## src/rtl/demux_dispatch_controller_pkg.sv

```systemverilog
// Shared encodings and small helpers for the demux dispatch controller.
package demux_dispatch_controller_pkg;

    // Demux select encodings; SEL_NONE parks the demux with no destination.
    localparam logic [1:0] SEL_OUT1  = 2'd0;
    localparam logic [1:0] SEL_OUT2  = 2'd1;
    localparam logic [1:0] SEL_OUT3  = 2'd2;
    localparam logic [1:0] SEL_NONE  = 2'd3;

    // Destination code requesting round-robin routing.
    localparam logic [1:0] DEST_AUTO = 2'd3;

    typedef enum logic {
        ST_IDLE = 1'b0,
        ST_HOLD = 1'b1
    } state_t;

    // Round-robin pointer sequence 0 -> 1 -> 2 -> 0.
    function automatic logic [1:0] rr_next(input logic [1:0] ptr);
        return (ptr == SEL_OUT3) ? SEL_OUT1 : ptr + 2'd1;
    endfunction

    // One-hot sink vector for a select value; SEL_NONE maps to no sink.
    function automatic logic [2:0] sel_onehot(input logic [1:0] sel);
        logic [2:0] oh;
        case (sel)
            SEL_OUT1: oh = 3'b001;
            SEL_OUT2: oh = 3'b010;
            SEL_OUT3: oh = 3'b100;
            default:  oh = 3'b000;
        endcase
        return oh;
    endfunction

endpackage

```

## src/rtl/demux_dispatch_controller_if.sv

```systemverilog
// Handshake and status bundle between the byte source / sinks and the controller.
interface demux_dispatch_controller_if #(
    parameter int DATA_W = 8,
    parameter int CNT_W  = 8
);
    logic [DATA_W-1:0] in_data;
    logic [1:0]        in_dest;
    logic              in_valid;
    logic              in_ready;
    logic [DATA_W-1:0] demux_data;
    logic [1:0]        demux_sel;
    logic [2:0]        out_valid;
    logic [2:0]        out_ready;
    logic              cnt_clr;
    logic [CNT_W-1:0]  cnt1;
    logic [CNT_W-1:0]  cnt2;
    logic [CNT_W-1:0]  cnt3;
    logic              busy;

    // Environment side: upstream producer, sinks and counter control.
    modport master (
        output in_data, in_dest, in_valid, out_ready, cnt_clr,
        input  in_ready, demux_data, demux_sel, out_valid, cnt1, cnt2, cnt3, busy
    );

    // Controller side.
    modport slave (
        input  in_data, in_dest, in_valid, out_ready, cnt_clr,
        output in_ready, demux_data, demux_sel, out_valid, cnt1, cnt2, cnt3, busy
    );
endinterface

```

## src/rtl/demux_dispatch_controller_sat_counter.sv

```systemverilog
// Saturating up-counter with synchronous clear; clear dominates increment.
module sat_counter #(
    parameter int CNT_W = 8
) (
    input  logic             clk,
    input  logic             reset_n,
    input  logic             clr,
    input  logic             inc,
    output logic [CNT_W-1:0] count
);
    localparam logic [CNT_W-1:0] MAX = '1;
    localparam logic [CNT_W-1:0] ONE = {{(CNT_W-1){1'b0}}, 1'b1};

    // Count completions, holding at MAX instead of wrapping.
    always_ff @(posedge clk) begin
        if (!reset_n || clr) begin
            count <= '0;
        end else if (inc && (count != MAX)) begin
            count <= count + ONE;
        end
    end
endmodule

```

## src/rtl/demux_dispatch_controller.sv

```systemverilog
// Dispatch controller: one-entry byte holding register in front of a 1:3 demux,
// explicit or round-robin destination, per-sink completion counters.
module demux_dispatch_controller
    import demux_dispatch_controller_pkg::*;
#(
    parameter int DATA_W = 8,
    parameter int CNT_W  = 8
) (
    input  logic                          clk,
    input  logic                          reset_n,
    demux_dispatch_controller_if.slave    bus
);
    state_t            r_state, w_state_nxt;
    logic [DATA_W-1:0] r_data, w_data_nxt;
    logic [1:0]        r_sel, w_sel_nxt;
    logic [2:0]        r_valid, w_valid_nxt;
    logic [1:0]        r_rr_ptr, w_rr_nxt;
    logic [1:0]        w_dest;
    logic              w_sel_ready;
    logic              w_in_ready;
    logic              w_accept;
    logic              w_complete;
    logic [2:0]        w_inc;
    logic [CNT_W-1:0]  w_cnt1, w_cnt2, w_cnt3;

    // Ready of the sink currently being served; parked select never reports ready.
    always_comb begin
        w_sel_ready = 1'b0;
        case (r_sel)
            SEL_OUT1: w_sel_ready = bus.out_ready[0];
            SEL_OUT2: w_sel_ready = bus.out_ready[1];
            SEL_OUT3: w_sel_ready = bus.out_ready[2];
            default:  w_sel_ready = 1'b0;
        endcase
    end

    // The holding register frees up in the same cycle its byte is taken, giving 1 byte/cycle.
    assign w_in_ready = reset_n & ((r_state == ST_IDLE) | w_sel_ready);
    assign w_accept   = bus.in_valid & w_in_ready;
    assign w_complete = (r_state == ST_HOLD) & w_sel_ready;
    assign w_dest     = (bus.in_dest == DEST_AUTO) ? r_rr_ptr : bus.in_dest;

    // Next-state and holding-register update; accept takes priority over going idle.
    always_comb begin
        w_state_nxt = r_state;
        w_data_nxt  = r_data;
        w_sel_nxt   = r_sel;
        w_valid_nxt = r_valid;
        w_rr_nxt    = r_rr_ptr;
        if (w_accept) begin
            w_state_nxt = ST_HOLD;
            w_data_nxt  = bus.in_data;
            w_sel_nxt   = w_dest;
            w_valid_nxt = sel_onehot(w_dest);
            if (bus.in_dest == DEST_AUTO) begin
                w_rr_nxt = rr_next(r_rr_ptr);
            end
        end else if (w_complete) begin
            w_state_nxt = ST_IDLE;
            w_sel_nxt   = SEL_NONE;
            w_valid_nxt = 3'b000;
        end
    end

    // State and holding registers; reset drops any held byte.
    always_ff @(posedge clk) begin
        if (!reset_n) begin
            r_state  <= ST_IDLE;
            r_data   <= '0;
            r_sel    <= SEL_NONE;
            r_valid  <= 3'b000;
            r_rr_ptr <= SEL_OUT1;
        end else begin
            r_state  <= w_state_nxt;
            r_data   <= w_data_nxt;
            r_sel    <= w_sel_nxt;
            r_valid  <= w_valid_nxt;
            r_rr_ptr <= w_rr_nxt;
        end
    end

    assign w_inc = w_complete ? sel_onehot(r_sel) : 3'b000;

    sat_counter #(.CNT_W(CNT_W)) u_cnt1 (
        .clk(clk), .reset_n(reset_n), .clr(bus.cnt_clr), .inc(w_inc[0]), .count(w_cnt1)
    );
    sat_counter #(.CNT_W(CNT_W)) u_cnt2 (
        .clk(clk), .reset_n(reset_n), .clr(bus.cnt_clr), .inc(w_inc[1]), .count(w_cnt2)
    );
    sat_counter #(.CNT_W(CNT_W)) u_cnt3 (
        .clk(clk), .reset_n(reset_n), .clr(bus.cnt_clr), .inc(w_inc[2]), .count(w_cnt3)
    );

    assign bus.in_ready   = w_in_ready;
    assign bus.demux_data = r_data;
    assign bus.demux_sel  = r_sel;
    assign bus.out_valid  = r_valid;
    assign bus.cnt1       = w_cnt1;
    assign bus.cnt2       = w_cnt2;
    assign bus.cnt3       = w_cnt3;
    assign bus.busy       = (r_state == ST_HOLD);
endmodule

```

## src/flat_wrapper.sv

```systemverilog
// flat-port wrapper written by rule: the top's interface ports become plain ports
module demux_dispatch_controller_flat import demux_dispatch_controller_pkg::*;
#(
    parameter int DATA_W = 8,
    parameter int CNT_W  = 8
)
  (clk, reset_n, bus_in_data, bus_in_dest, bus_in_valid, bus_out_ready, bus_cnt_clr, bus_in_ready, bus_demux_data, bus_demux_sel, bus_out_valid, bus_cnt1, bus_cnt2, bus_cnt3, bus_busy);
  demux_dispatch_controller_if #(.DATA_W(DATA_W), .CNT_W(CNT_W)) bus_i ();
  input  logic clk;
  input  logic reset_n;
  input wire logic [$bits(bus_i.in_data)-1:0] bus_in_data;
  input wire logic [$bits(bus_i.in_dest)-1:0] bus_in_dest;
  input wire logic [$bits(bus_i.in_valid)-1:0] bus_in_valid;
  input wire logic [$bits(bus_i.out_ready)-1:0] bus_out_ready;
  input wire logic [$bits(bus_i.cnt_clr)-1:0] bus_cnt_clr;
  output wire logic [$bits(bus_i.in_ready)-1:0] bus_in_ready;
  output wire logic [$bits(bus_i.demux_data)-1:0] bus_demux_data;
  output wire logic [$bits(bus_i.demux_sel)-1:0] bus_demux_sel;
  output wire logic [$bits(bus_i.out_valid)-1:0] bus_out_valid;
  output wire logic [$bits(bus_i.cnt1)-1:0] bus_cnt1;
  output wire logic [$bits(bus_i.cnt2)-1:0] bus_cnt2;
  output wire logic [$bits(bus_i.cnt3)-1:0] bus_cnt3;
  output wire logic [$bits(bus_i.busy)-1:0] bus_busy;
  assign bus_i.in_data = bus_in_data;
  assign bus_i.in_dest = bus_in_dest;
  assign bus_i.in_valid = bus_in_valid;
  assign bus_i.out_ready = bus_out_ready;
  assign bus_i.cnt_clr = bus_cnt_clr;
  assign bus_in_ready = bus_i.in_ready;
  assign bus_demux_data = bus_i.demux_data;
  assign bus_demux_sel = bus_i.demux_sel;
  assign bus_out_valid = bus_i.out_valid;
  assign bus_cnt1 = bus_i.cnt1;
  assign bus_cnt2 = bus_i.cnt2;
  assign bus_cnt3 = bus_i.cnt3;
  assign bus_busy = bus_i.busy;
  demux_dispatch_controller #(.DATA_W(DATA_W), .CNT_W(CNT_W)) u_core (.clk(clk), .reset_n(reset_n), .bus(bus_i));
endmodule
```

## config.mk

```make
export PLATFORM = sky130hd
export DESIGN_NAME = demux_dispatch_controller_flat
export DESIGN_NICKNAME = d
export VERILOG_FILES = /design/src/rtl/demux_dispatch_controller_pkg.sv /design/src/rtl/demux_dispatch_controller_if.sv /design/src/rtl/demux_dispatch_controller_sat_counter.sv /design/src/rtl/demux_dispatch_controller.sv /design/src/flat_wrapper.sv
export SDC_FILE = /design/constraint.sdc
export NUM_CORES = 1
export LEC_CHECK = 0
export ABC_AREA = 1
export CORE_UTILIZATION = 43
export CTS_CLUSTER_SIZE = 14
export DETAILED_ROUTE_END_ITERATION = 16
export PLACE_DENSITY = 0.73
export SLEW_MARGIN = 20
export SYNTH_ARGS = -nofsm -noshare
export SYNTH_HDL_FRONTEND = slang
export SYNTH_SLANG_ARGS = --single-unit
```

## constraint.sdc

```tcl
create_clock -name clk -period 2.03 [get_ports clk]
set_input_delay 0.3045 -clock clk [delete_from_list [all_inputs] [get_ports clk]]
set_output_delay 0.3045 -clock clk [all_outputs]
set_load 0.02 [all_outputs]
```

==> After elaboration in Yosys (flattened, before gate mapping) <==
Cells that the tools add are included.
{ "word_totals": {"reg_bits": 40, "out_inout_bits": 39, "word_cells": 47, "in_bits": 17} }
{ "op_classes": {"add_sub_neg": 4, "n_mux": 12, "eq_ne": 9, "bitwise_logic": 5, "n_reduce_logical": 9} }
{ "op_table": {"columns": ["cell", "count"], "rows": [
  ["8-bit by 1-bit adder with 8-bit output, second input constant", 3],
  ["8-bit != test, second input constant", 3],
  ["3-bit one-hot mux with 3 select lines", 2],
  ["3-bit 2-to-1 mux", 3],
  ["2-bit == test, second input constant", 4],
  ["2-bit 2-to-1 mux", 4],
  ["2-bit by 1-bit == test with 1-bit output, second input constant", 2],
  ["2-bit zero test", 2],
  ["1-bit bitwise AND", 3],
  ["1-bit logical AND", 3],
  ["1-bit one-hot mux with 3 select lines", 1],
  ["2-bit by 1-bit adder with 2-bit output, second input constant", 1],
  ["1-bit 2-to-1 mux", 2],
  ["2-bit AND reduction", 1],
  ["2-bit nonzero test", 1],
  ["1-bit zero test", 1],
  ["1-bit logical OR", 1],
  ["1-bit NOT", 1],
  ["1-bit bitwise OR", 1]
]} }

==> Logic depth before layout (Yosys ltp) <==
Gate-level depths: netlist of the first run.
{ "depth": {"ltp_word": 6, "depth_mapped": 10, "depth_no_buf": 9} }

==> Modules after synthesis <==
Synthesis of the first run repeated with hierarchy kept, for this count alone.
{ "hier_totals": {"hier_cells": 314, "hier_area_um2": 2125.8} }
{ "modules_own_cells": {"columns": ["module", "n_inst", "area_per_inst_um2", "cells_each", "seq_area_each_um2"], "rows": [
  ["sat_counter", 3, 456.7, 71, 160.2],
  ["demux_dispatch_controller", 1, 755.7, 101, 320.3]
]} }

==> Worst setup path before layout of the first run <==
No wires, ideal clock.
{ "synth_timing": {"path_kind": "register to register", "start": "reg u_core.u_cnt2.count[0]", "end": "reg u_core.u_cnt2.count[5]", "t_required_ns": 1.915, "path_stages_with_launch": 10, "n_path_buf": 1, "t_arrival_ns": 1.483, "slack_ns": 0.432, "synth_period_minus_slack_ns": 1.598, "setup_ns": 0.115, "path_cell_list": "dfxtp_1 ha_1 nand2_1 inv_1 nand2_1 o21ai_4 nor2_4 buf_6 a21oi_1 nor2_1"} }
{ "synth_via": {"elab_chain_len": 2, "elab_cells_between_ends": 3, "classes_between": "add/sub (1); eq/ne (1); reduce/logical (1)"} }
{ "synth_lines": {"columns": ["element", "line_no", "source"], "rows": [
  ["start: declaration", "demux_dispatch_controller_sat_counter.sv:9", "output logic [CNT_W-1:0] count"],
  ["start signal: assignment", "demux_dispatch_controller_sat_counter.sv:19", "count <= count + ONE;"],
  ["branches (longest 2 deep; another with 8-bit by 1-bit adder with 8-bit output)", null, null]
]} }
Parallel ways; which one is timed is not known.
A chain may end at the register's enable or synchronous reset.

==> Worst setup path in the final report of the first run <==
{ "layout_timing": {"start": "reg u_core.r_sel[1] (netlist: u_core.bus.demux_sel[1])", "end": "out bus_in_ready"} }
{ "layout_via": {"elab_chain_len": 4, "elab_cells_between_ends": 6, "classes_between": "eq/ne (2); mux (1); bitwise (2); reduce/logical (1)"} }
{ "layout_lines": {"columns": ["element", "line_no", "source"], "rows": [
  ["start: declaration", "demux_dispatch_controller.sv:15", "logic [1:0] r_sel, w_sel_nxt;"],
  ["start signal: assignment", "demux_dispatch_controller.sv:76", "r_sel <= w_sel_nxt;"],
  ["2-bit == test (tied with other cells)", "demux_dispatch_controller.sv:29", "case (r_sel)"],
  ["1-bit one-hot mux with 3 select lines (*)", "demux_dispatch_controller.sv:29", null],
  ["1-bit bitwise OR (*)", "demux_dispatch_controller.sv:38", "assign w_in_ready = reset_n & ((r_state == ST_IDLE) | w_sel_ready);"],
  ["1-bit bitwise AND (*)", "demux_dispatch_controller.sv:38", null],
  ["end: declaration", "flat_wrapper.sv:16", "output wire logic [$bits(bus_i.in_ready)-1:0] bus_in_ready;"]
]} }
Mark *: on every way between the ends. The rest lies on a longest branch, timed or not.

==> impl_metrics.csv, run 1 <==
group,metric,value,unit
die,chipHeight,69.8,microns
min_path,min_path_type,"flip-flop to flip-flop",
clock_network,cts_tree,"built",
clock_network,clock_latency,0.30,ns
status,outcome,"complete, no violations",
timing,slew_violations,0,
synth,syn-instance-count,262,
worst_setup_path,r2r_setup_slack,0.45,ns
timing,setup_viol,0,
worst_setup_path,endpoint,"bus_in_ready",
place,gp_congestion,0.877,
power,p_int,0.00113,W
clock_network,clock-sinks,40,
layout,layout_commonest_cell,"nand2_1",
layout,area_delta_synth_final,36.4,%
timing,rsz0062_at_grt,"false",
grt,grt_pass1_vias,1696,
layout,multiInputGateArea,0.00105,sq mm
grt,grt_usage,0.196,
worst_setup_path,r2r-start,"u_core.u_cnt3.count[0]",
layout,nets,348,
place,dp_hpwl,3180,microns
clock_network,cts-buffers-inserted,5,
timing,fin_ws,0.193,ns
power,power_frac_seq,0.537,
worst_setup_path,worstRegToRegCells,6,
synth,async_flop_share,0,
timing,fmax,544,MHz
worst_setup_path,cp-startpoint,"u_core.bus.demux_sel[1]",
place,pre_cts_ws,-0.0771,ns
synth,ys_seq_area_frac,0.406,
clock_network,clk_pin_slew,0.07,ns
synth,yosys.area.top_type,"dfxtp_1",
timing,clock-skew-final,0.00353,ns
worst_setup_path,cp_max_fo,6,
die,rows,24,
power,p_leak,1.09,nW
worst_setup_path,cp_slowest_cell,"dfxtp_2",
die,die_x,69.8,microns
clock_network,cts.path.max_buffers,2,
detailed_routing,ant_nets,0,
worst_setup_path,end_kind,"output pin",
synth,ys_seq_elements,40,
layout,fill_cells,419,
timing,hold_viol_final,0,
die,core_area,0.00438,sq mm
clock_network,postCtsSetupBuffers,0,
timing,maxSlewHeadroom,0.805,
worst_setup_path,crit_family,"simple AND/OR/NAND/NOR gates",
clock_network,ctsHoldBuffers,0,
detailed_routing,dr.pass1.iters,4,
detailed_routing,totalWireLength,4410,microns
synth,synthFlopType,"dfxtp_1",
power,pwr-share-comb,0.132,
timing,finalCritPeriodShare,0.905,
power,switchingPower,0.000395,W
detailed_routing,avgRoutedWirePerCell,11.6,microns
worst_setup_path,timing.rr.end,"u_core.u_cnt3.count[1]",
power,clockPowerShare,0.331,
worst_setup_path,crit_required,1.73,ns
flow_run,cap_violations,0,
worst_setup_path,cp.buffers_inverters,1,
synth,yosys.area.top_type_share,0.406,
synth,synth-edff-count,0,
synth,synth_cell_type_count,26,
detailed_routing,drt_iter0_drc,92,
worst_setup_path,startpoint_type,"flip-flop",
layout,drive_gt1_frac,0.110,
die,die_area,0.00487,sq mm
layout,n_antenna_cell,0,
synth,netlist_area,0.00197,sq mm
die,pin_count,56,
layout,layout_common_cells,"nand2_1, clkdlybuf4s50_1, dfxtp_1",
die,start_util,0.450,
power,vdd_drop_max,429,uV
layout,regArea,803,sq um
grt,grt_max_degree,19,
synth,syn_avg_cell_area,7.54,sq um
worst_setup_path,crit_type,"flip-flop to output pin",
place,port_buffers,55,
power,swShare,0.258,
timing,worst_hold_slack,0.459,ns
clock_network,cts_root_buf,"clkbuf_8",
synth,synth_nets,282,
worst_setup_path,cp_num_cells,6,
worst_setup_path,crit_path_max_incr_delay,0.36,ns
worst_setup_path,critPathArrivalTime,1.53,ns
power,powerDensity,568,mW/mm^2
synth,synth.area.top_cells,"dfxtp_1, nand2_1, a21oi_1",
detailed_routing,avgViaCountPerCell,5.01,
clock_network,cts_max_level,2,
synth,yosysWarnings,0,
layout,final_util,0.614,
grt,grt_pass1_wl,7570,microns
worst_setup_path,crit_top_cell,"nor2_1",
timing,finalCriticalPeriod,1.84,ns
detailed_routing,vias,1903,
detailed_routing,drc,0,
grt,antenna_found_initial,0,
worst_setup_path,crit_chain,"nor2_2 -> nand2_2 -> nand3_2 -> nor2_1 -> nor2_1 -> dlygate4sd2_1",
grt,grt_overflow,0,
timing,worst_slew_pin_slew,0.292,ns
-- state kept, by name, summed over array words and instances, names as in the netlist --
| name | count |
|---|---|
| u_core.bus.demux_data | 8 |
| u_core.u_cnt1.count | 8 |
| u_core.u_cnt2.count | 8 |
| u_core.u_cnt3.count | 8 |
| u_core.bus.out_valid | 3 |
| u_core.bus.demux_sel | 2 |
| u_core.r_rr_ptr | 2 |
| u_core.bus.busy | 1 |
-- logic make-up (layout without fill, tap and decap cells) --
logic type / Yosys count / after routing / synth area share
AOI/OAI and AO/OA: 40 / 40 / 0.114
DFF: 40 / 40 / 0.406
adders and majority gates: 3 / 3 / 0.0190
buffers and inverters: 25 / 91 / 0.0615
and+or+nand+nor: 139 / 139 / 0.333
xor gates and xnor gates: 15 / 15 / 0.0665
-- power groups by stage --
stage / Combinational [W] / Sequential [W] / Clock (W)
floorplan: 0.0000777 / 0.000860 / 0
global placement: 0.000203 / 0.000838 / 0
detailed placement: 0.000203 / 0.000839 / 0
CTS: 0.000204 / 0.000821 / 0.000522
global route: 0.000220 / 0.000824 / 0.000554
finish: 0.000202 / 0.000821 / 0.000506
-- per-stage QoR --
stage          instance area (sq um)  std cells  total power (W)  TNS [ns]
6_report                        2690        380          0.00153         0
5_1_grt                         2690        380          0.00160         0
4_1_cts                         2690        380          0.00155         0
3_5_place_dp                    2620        373          0.00104   -0.0771
3_3_place_gp                    2620        373          0.00104   -0.0833
2_1_floorplan                   1970        262         0.000937         0
-- what timing repair did --
item	4_1_cts	5_1_grt
gates cloned	0	0
endpoints found under the setup margin	1	1
pin swaps	0	0
resized for setup	2	1
-- Yosys cell counts, types with 3 or more instances --
| cell | number |
|---|---|
| nand2_1 | 67 |
| buf_6 | 3 |
| nor3_1 | 4 |
| nor2_4 | 4 |
| nand4_1 | 10 |
| xnor2_1 | 9 |
| xor2_1 | 6 |
| dfxtp_1 | 40 |
| o21ai_0 | 13 |
| nand3_2 | 4 |
| ha_1 | 3 |
| nor2_1 | 25 |
| nand3_1 | 18 |
| a21oi_1 | 23 |
| inv_1 | 18 |
| nand2_2 | 4 |
-- worst register-to-register path, delay by kind of cell, from the launching register on --
kind	cells	cell delay (ns)
adder cells (fa/ha/maj)	1	0.25
AND/OR/NAND/NOR	3	0.37
AO/OA/AOI/OAI	2	0.46
flip-flops	1	0.40
-- final cells by class --
type                       instances  share of cell area
clock buffer                       6              0.0269
inverter                          19              0.0265
timing repair buffer              65               0.232
sequential                        40               0.298
tap                               52              0.0242
multi-input combinational        197               0.391
clock inverter                     1             0.00186
-- routing by layer --
layer	track usage	wire length [microns]
met1	0.243	2060
met2	0.309	2000
met3	0.0509	257
met4	0.104	92
met5	0	0
-- worst min-delay path by stage --
stage / start / end / slack (ns) / cells after the start
floorplan: bus_in_data[0] / u_core.bus.demux_data[0] / 0.42 / 2
global placement: u_core.bus.demux_data[1] / u_core.bus.demux_data[1] / 0.45 / 2
detailed placement: u_core.bus.demux_data[1] / u_core.bus.demux_data[1] / 0.45 / 2
CTS: u_core.bus.demux_data[1] / u_core.bus.demux_data[1] / 0.46 / 2
global route: u_core.bus.demux_data[0] / u_core.bus.demux_data[0] / 0.49 / 2
finish: u_core.bus.demux_data[1] / u_core.bus.demux_data[1] / 0.46 / 2
Note: power is estimated with default switching activity, not from simulation.
==> run 2, diff against run 1 <==
--- a/config.mk
+++ b/config.mk
@@ -10,6 +10,7 @@
 export CTS_CLUSTER_SIZE = 14
 export DETAILED_ROUTE_END_ITERATION = 16
 export PLACE_DENSITY = 0.73
+export SKIP_CTS_REPAIR_TIMING = 1
 export SLEW_MARGIN = 20
 export SYNTH_ARGS = -nofsm -noshare
 export SYNTH_HDL_FRONTEND = slang
==> run 2 against run 1 <==
Worst hold slack unchanged. Global-route usage hardly changed. Cell count unchanged. Clock power about the same. Maximum frequency is 6.2% higher. Non-clock buffer count is the same. Final area is 0.14% higher. Clock-buffer cell count unchanged. Highest routed layer unchanged. Via count stayed put. Power hardly changed. Clock skew unchanged. Die area unchanged.
==> impl_metrics.csv, run 2 (synthesis gave the netlist of run 1 again) <==
group,metric,value,unit
worst_setup_path,cp_max_fo,6,
power,vdd_drop_max,429,uV
worst_setup_path,r2r-start,"u_core.u_cnt3.count[0]",
worst_setup_path,crit_required,1.73,ns
timing,clock-skew-final,0.00353,ns
timing,fin_ws,0.301,ns
die,core_area,0.00438,sq mm
timing,fmax,578,MHz
min_path,min_path_type,"flip-flop to flip-flop",
layout,nets,348,
timing,hold_viol_final,0,
place,pre_cts_ws,-0.0771,ns
worst_setup_path,cp-startpoint,"u_core.bus.demux_sel[1]",
detailed_routing,drt_iter0_drc,92,
grt,antenna_found_initial,0,
worst_setup_path,crit_type,"flip-flop to output pin",
detailed_routing,vias,1903,
worst_setup_path,critPathArrivalTime,1.42,ns
grt,grt_max_degree,19,
clock_network,cts_max_level,2,
die,start_util,0.450,
grt,grt_usage,0.195,
layout,layout_common_cells,"nand2_1, clkdlybuf4s50_1, dfxtp_1",
grt,grt_overflow,0,
place,dp_hpwl,3180,microns
clock_network,clock-sinks,40,
detailed_routing,drc,0,
timing,finalCriticalPeriod,1.73,ns
status,outcome,"complete, no violations",
detailed_routing,dr.pass1.iters,4,
die,die_area,0.00487,sq mm
worst_setup_path,end_kind,"output pin",
detailed_routing,avgViaCountPerCell,5.01,
clock_network,clk_pin_slew,0.07,ns
die,rows,24,
power,powerDensity,567,mW/mm^2
worst_setup_path,worstRegToRegCells,6,
die,chipHeight,69.8,microns
timing,worst_slew_pin_slew,0.292,ns
timing,fin_tns_setup,0,ns
die,die_x,69.8,microns
detailed_routing,totalWireLength,4410,microns
layout,n_antenna_cell,0,
min_path,whs_path_depth,2,
min_path,min_to,"u_core.bus.demux_data[1]",
place,gp_congestion,0.877,
place,port_buffers,55,
detailed_routing,ant_nets,0,
layout,layout_commonest_cell,"nand2_1",
die,pin_count,56,
timing,maxSlewHeadroom,0.805,
clock_network,cts-buffers-inserted,5,
worst_setup_path,r2r_setup_slack,0.45,ns
layout,area_delta_synth_final,36.6,%
min_path,min_from,"u_core.bus.demux_data[1]",
power,p_leak,1.10,nW
clock_network,cts.path.max_buffers,2,
worst_setup_path,crit_path_max_incr_delay,0.36,ns
timing,rsz0062_at_grt,"false",
clock_network,clock_latency,0.30,ns
clock_network,cts_root_buf,"clkbuf_8",
timing,setup_viol,0,
worst_setup_path,timing.rr.end,"u_core.u_cnt3.count[1]",
worst_setup_path,cp_slowest_cell,"dfxtp_2",
flow_run,cap_violations,0,
worst_setup_path,crit_chain,"nor2_2 -> nand2_2 -> nand3_2 -> nor2_1 -> nor2_1 -> dlymetal6s2s_1",
layout,drive_gt1_frac,0.110,
detailed_routing,avgRoutedWirePerCell,11.6,microns
timing,slew_violations,0,
grt,grt_pass1_vias,1690,
timing,finalCritPeriodShare,0.852,
worst_setup_path,startpoint_type,"flip-flop",
worst_setup_path,crit_top_cell,"nor2_1",
clock_network,cts_tree,"built",
grt,grt_pass1_wl,7560,microns
run 2: changes by cell type in the layout (fill, tap and decap cells not counted), sizes merged:
cell          change
dlygate4sd2       -1
dlymetal6s2s      +1
run 2: worst max-delay path by stage:
stage                     slack [ns]                endpoint
after floorplan                 0.43  u_core.u_cnt2.count[5]
final                           0.30            bus_in_ready
after global routing            0.21            bus_in_ready
after global placement         -0.08            bus_in_ready
after detailed placement       -0.08            bus_in_ready
after CTS                      -0.14            bus_in_ready
run 2: critical path, delay by kind of cell (launching register included):
| kind | cells | cell delay (ns) |
|---|---|---|
| buf+inv | 1 | 0.24 |
| simple gates | 5 | 0.51 |
| flops | 1 | 0.36 |
run 2: metal layers:
layer  up-vias  track usage  part of all wire
met4         0        0.104             0.021
met2        50        0.308              0.45
met3         9       0.0509             0.058
met5         -            0                 0
met1       857        0.243              0.47
li1        987            -                 -
run 2: where the power goes:
part	switching (W)	internal [W]
Sequential	0.0000166	0.000805
Combinational	0.000106	0.0000967
Clock	0.000272	0.000234
run 2: through the flow:
stage / instances / utilization / instance area (sq um) / total power [W] / hold WS [ns]
finish: 380 / 0.615 / 2700 / 0.00153 / 0.459
global route: 380 / 0.615 / 2700 / 0.00160 / 0.491
CTS: 380 / 0.614 / 2690 / 0.00155 / 0.465
detailed placement: 373 / 0.596 / 2620 / 0.00104 / 0.455
global placement: 373 / 0.596 / 2620 / 0.00104 / 0.450
floorplan: 262 / - / 1970 / 0.000937 / 0.415
run 2: area by class of cell:
cell class	count	area, sq um
repair buffers	65	628
clock inverters	1	5.00
fillers	417	1690
inverters	19	71.3
clock buffers	6	72.6
multi-input cells	197	1050
flip-flops and latches	40	803
well taps	52	65.1
==> run 3, diff against run 2 <==
--- a/config.mk
+++ b/config.mk
@@ -6,6 +6,7 @@
 export NUM_CORES = 1
 export LEC_CHECK = 0
 export ABC_AREA = 1
+export CAP_MARGIN = 5
 export CORE_UTILIZATION = 43
 export CTS_CLUSTER_SIZE = 14
 export DETAILED_ROUTE_END_ITERATION = 16
==> results of run 3 <==
Final layout, timing and power as in run 2 (identical DEF).
